<file path="src/rtl/modbus_rtu_master_tx.sv">
// Modbus RTU request framer: latches one request, runs CRC-16/MODBUS one bit per clock,
// streams the 8-byte frame to a UART byte interface, then holds off for the inter-frame silence.
module modbus_rtu_master_tx #(
    parameter int GAP_CYCLES = 200521,
    parameter int GAP_W      = 18
) (
    input  logic        clk,
    input  logic        rst_n,
    input  logic        req_valid,
    output logic        req_ready,
    input  logic [7:0]  req_dev_addr,
    input  logic [7:0]  req_func,
    input  logic [15:0] req_addr,
    input  logic [15:0] req_data,
    output logic [7:0]  tx_data,
    output logic        tx_valid,
    input  logic        tx_ready,
    input  logic        tx_idle,
    output logic        frame_done,
    output logic [15:0] frame_crc,
    output logic        busy
);

    typedef enum logic [1:0] {IDLE, CALC, SEND, GAP} state_t;

    localparam logic [GAP_W-1:0] GAP_LAST = GAP_W'(GAP_CYCLES - 1);

    state_t           state_reg;
    logic [47:0]      frame_reg;
    logic [15:0]      crc_reg;
    logic [5:0]       bit_cnt_reg;
    logic [2:0]       byte_idx_reg;
    logic [GAP_W-1:0] gap_cnt_reg;

    logic [7:0]       calc_byte;
    logic [7:0]       next_byte;
    logic [15:0]      crc_mix;
    logic [15:0]      crc_step;
    logic [2:0]       next_idx;

    always_comb begin
        case (bit_cnt_reg[5:3])
            3'd0:    calc_byte = frame_reg[47:40];
            3'd1:    calc_byte = frame_reg[39:32];
            3'd2:    calc_byte = frame_reg[31:24];
            3'd3:    calc_byte = frame_reg[23:16];
            3'd4:    calc_byte = frame_reg[15:8];
            3'd5:    calc_byte = frame_reg[7:0];
            default: calc_byte = 8'h00;
        endcase
        // A new message byte is folded into the low CRC byte on the first bit step of that byte.
        crc_mix  = (bit_cnt_reg[2:0] == 3'd0) ? (crc_reg ^ {8'h00, calc_byte}) : crc_reg;
        crc_step = crc_mix[0] ? ((crc_mix >> 1) ^ 16'hA001) : (crc_mix >> 1);

        next_idx = byte_idx_reg + 3'd1;
        case (next_idx)
            3'd0:    next_byte = frame_reg[47:40];
            3'd1:    next_byte = frame_reg[39:32];
            3'd2:    next_byte = frame_reg[31:24];
            3'd3:    next_byte = frame_reg[23:16];
            3'd4:    next_byte = frame_reg[15:8];
            3'd5:    next_byte = frame_reg[7:0];
            3'd6:    next_byte = crc_reg[7:0];
            default: next_byte = crc_reg[15:8];
        endcase
    end

    always_ff @(posedge clk or negedge rst_n) begin
        if (!rst_n) begin
            state_reg    <= GAP;
            frame_reg    <= '0;
            crc_reg      <= '0;
            bit_cnt_reg  <= '0;
            byte_idx_reg <= '0;
            gap_cnt_reg  <= '0;
            req_ready    <= 1'b0;
            tx_valid     <= 1'b0;
            tx_data      <= 8'h00;
            frame_done   <= 1'b0;
            frame_crc    <= 16'h0000;
            busy         <= 1'b1;
        end else begin
            frame_done <= 1'b0;
            case (state_reg)
                IDLE: begin
                    if (req_valid && req_ready) begin
                        frame_reg   <= {req_dev_addr, req_func, req_addr, req_data};
                        crc_reg     <= 16'hFFFF;
                        bit_cnt_reg <= '0;
                        req_ready   <= 1'b0;
                        busy        <= 1'b1;
                        state_reg   <= CALC;
                    end
                end
                CALC: begin
                    // 48 bit steps, then one cycle to present the first byte.
                    if (bit_cnt_reg == 6'd48) begin
                        tx_data      <= frame_reg[47:40];
                        tx_valid     <= 1'b1;
                        byte_idx_reg <= '0;
                        state_reg    <= SEND;
                    end else begin
                        crc_reg     <= crc_step;
                        bit_cnt_reg <= bit_cnt_reg + 6'd1;
                    end
                end
                SEND: begin
                    if (tx_valid && tx_ready) begin
                        if (byte_idx_reg == 3'd7) begin
                            tx_valid    <= 1'b0;
                            frame_done  <= 1'b1;
                            frame_crc   <= crc_reg;
                            gap_cnt_reg <= '0;
                            state_reg   <= GAP;
                        end else begin
                            tx_data      <= next_byte;
                            byte_idx_reg <= next_idx;
                        end
                    end
                end
                GAP: begin
                    // Silence is measured on the line, so any UART activity restarts the count.
                    if (!tx_idle) begin
                        gap_cnt_reg <= '0;
                    end else if (gap_cnt_reg == GAP_LAST) begin
                        req_ready <= 1'b1;
                        busy      <= 1'b0;
                        state_reg <= IDLE;
                    end else begin
                        gap_cnt_reg <= gap_cnt_reg + 1'b1;
                    end
                end
                default: state_reg <= GAP;
            endcase
        end
    end

endmodule

</file>
<file path="config.mk">
export PLATFORM = sky130hd
export DESIGN_NAME = modbus_rtu_master_tx
export DESIGN_NICKNAME = d
export VERILOG_FILES = /design/src/rtl/modbus_rtu_master_tx.sv
export SDC_FILE = /design/constraint.sdc
export NUM_CORES = 1
export LEC_CHECK = 0
export BUFFER_PORTS_ARGS = -buffer_cell sky130_fd_sc_hd__buf_2
export CAP_MARGIN = 40
export CORE_ASPECT_RATIO = 0.6
export CORE_UTILIZATION = 58
export DETAILED_ROUTE_END_ITERATION = 12
export HOLD_SLACK_MARGIN = 0.06
export PLACE_DENSITY = 0.88
export SLEW_MARGIN = 20
export SYNTH_ARGS = -nofsm -noshare
export SYNTH_HDL_FRONTEND = slang
export SYNTH_SLANG_ARGS = --single-unit
export TNS_END_PERCENT = 1
</file>
<file path="constraint.sdc">
create_clock -name clk -period 2.82 [get_ports clk]
set_clock_uncertainty 0.2 [all_clocks]
set_input_delay 0.282 -clock clk [delete_from_list [all_inputs] [get_ports clk]]
set_output_delay 0.282 -clock clk [all_outputs]
set_load 0.1 [all_outputs]
</file>
==> results_dict.tcl <==
set metrics [dict create \
    die_area_um2 11300 \
    finalHoldViolCount 0 \
    worst_r2r_path_depth 8 \
    slew_viol_final 0 \
    io_pins 81 \
    grt_pass1_wl_mm 28.6 \
    place.gp.congestion 0.964 \
    clock_latency_ns 0.41 \
    synth_flop_cell "dfrtp_1" \
    grt_pass1_vias 5241 \
    fin_crit_ns 2.76 \
    largest_reg_flops 48 \
    clkSlewWorstSetupHoldPaths_ns 0.06 \
    synth-seq-cells 121 \
    cts.sinks 121 \
    numCtsBuffers 17 \
    cts-root-buf "clkbuf_16" \
    cts_tree "built" \
    min_period_over_period_pct 97.7 \
    crit_path_max_fanout 17 \
    syn_nets 677 \
    vias 5545 \
    ys_types 58 \
    hold_class "in -> reg" \
    finalWirelength_mm 18.7 \
    drive_above_1_share_pct 28.6 \
    antennaDiodeCount 0 \
    ir_worst_vdd_mv 0.467 \
    min_delay_path_depth 3 \
    synth-edff-count 0 \
    syn_inst 610 \
    min_from "req_valid" \
    startpoint_type "flop" \
    post_cts_buffers 0 \
    grt_usage_pct 35.0 \
    core_um2 10600 \
    r2r_end "tx_data[2]" \
    p_leak_uw 0.00386 \
    whs_endpoint "frame_reg[43]" \
    postLayoutCoreUtil_pct 76.2 \
    seqCellArea_um2 3030 \
    criticalPathCategory "reg -> reg" \
    multi_input_area_um2 3040 \
    cp.arrival_ns 2.91 \
    setup_slack_ns 0.0641 \
    clock_path_buffers 2 \
    initial_core_util_pct 59.5 \
    r2r_slack_ns 0.06 \
    fmax_ghz 0.363 \
    htreeDepth 4 \
    pre_cts_ws_ns 0.0369 \
    nNetsFinal 809 \
    cp_data_required_time_ns 2.97 \
    avgViaCountPerCell 6.20 \
    outcome "completed" \
    place_area_um2 6860 \
    slew_headroom_pct 49.4 \
    drc 0 \
    postRouteAntennaNets 0 \
    portBuffers 80 \
    areaGrowthSynthToFinish_pct 27.9 \
    layout_commonest_cell "dfrtp_1" \
    crit_path_end_kind "flop" \
    syn_avg_cell_area_um2 10.3 \
    wire_per_inst_um 20.9 \
    antenna_found_initial 0 \
    final_cell_mix "dfrtp_1, nand2_1, buf_2" \
    power.total_uw 4240 \
    setup_viol 0 \
    cap_viol_max_count 0 \
    place_hpwl_mm 12.4 \
    overflow 0 \
    num_rows 29 \
    rsz0062_at_grt "true" \
    fin_tns_setup_ns 0 \
    r2r-start "byte_idx_reg[0]" \
    final_area_um2 8040 \
    worst_pin_slew_ns 0.759 \
    synth_area_um2 6290 \
    drt_iter0_drc 821 \
    nFillCells 692 \
    grt_max_degree 59 \
    power.density_nw_per_um2 527 \
    chipHeight_um 82.7 \
    die_w_um 136 \
    yosys_warnings 0 \
    synthArstFlopShare_pct 100 \
    seq_area_frac_synth_pct 48.2 \
    firstDrtPassIters 8 \
]
-- metal layers --
layer	vias to the layer above	share of wire (%)	GRT usage [%]
met3	47	11	10.3
met1	2689	42	48.3
li1	2441	-	-
met5	-	0	0
met4	0	2.0	12.4
met2	368	45	52.6
-- repair_timing --
action,4_1_cts,5_1_grt
endpoints found under the setup margin,0,13
hold endpoints to repair,83,0
resized for setup,0,2
hold buffers,50,0
-- synth_stat cells (3+ instances only) --
cell type	number	area, µm²
nand3_1	8	40.0
nand2b_1	3	18.8
nand2_1	89	334
nor2_1	36	135
dfstp_2	3	78.8
mux2_2	62	698
nor3_1	16	80.1
buf_2	5	25.0
o21a_1	3	22.5
and3_1	8	50.1
nor2b_1	3	18.8
dfrtp_1	118	2950
xnor2_1	11	96.3
a211oi_1	6	45.0
a222oi_1	8	80.1
a221oi_1	5	43.8
clkbuf_1	23	86.3
o21ai_0	28	140
xor2_1	16	140
nand4_1	7	43.8
a22oi_1	15	113
a21oi_1	42	210
mux2i_1	15	150
ha_1	14	175
o22ai_1	6	37.5
buf_1	5	18.8
inv_1	18	67.6
-- area by class of cell --
class / instances / share of cell area (%)
clock buffers: 21 / 5.97
clock inverters: 11 / 2.08
inverters: 19 / 0.887
multi-input cells: 434 / 37.8
flip-flops and latches: 121 / 37.7
well taps: 139 / 2.16
repair buffers: 149 / 13.4
-- power by group --
group | internal (µW) | switching [µW]
clock network | 1570 | 795
logic | 75.3 | 61.3
registers | 1740 | 0
total | 3380 | 856
-- worst max path at each step --
stage	start	to
floorplan	byte_idx_reg[1]	gap_cnt_reg[14]
CTS	state_reg[0]	gap_cnt_reg[3]
finish	byte_idx_reg[0]	tx_data[2]
detailed placement	state_reg[0]	gap_cnt_reg[3]
global placement	bit_cnt_reg[0]	tx_data[1]
global route	byte_idx_reg[1]	tx_data[2]
-- kinds of logic (layout without fill, tap and decap cells) --
kind of cell / after synthesis / count (layout) / share of synthesized area, %
and+or+nand+nor: 188 / 188 / 14.2
AOI/OAI and AO/OA: 126 / 126 / 13.1
xor gates and xnor gates: 27 / 27 / 3.76
DFF: 121 / 121 / 48.2
buffers and inverters: 55 / 200 / 3.66
adders and majority gates: 14 / 14 / 2.79
muxes: 79 / 79 / 14.2
-- through the flow --
| stage | std cells | hold slack [ns] |
|---|---|---|
| after floorplan | 610 | -0.214 |
| after global placement | 810 | 0.0625 |
| after detailed placement | 810 | 0.0756 |
| after CTS | 892 | 0.127 |
| after global routing | 894 | 0.129 |
| final | 894 | 0.138 |
-- critical path, cell delays in order, from the launching register on --
cell and delay (ns):
dfrtp_1 0.43, inv_1 0.14, ha_1 0.67, a22oi_1 0.18
and3_1 0.23, a21oi_1 0.28, a21oi_1 0.08, a21oi_1 0.28
mux2_2 0.21
Power figures use the tool's default switching activity.
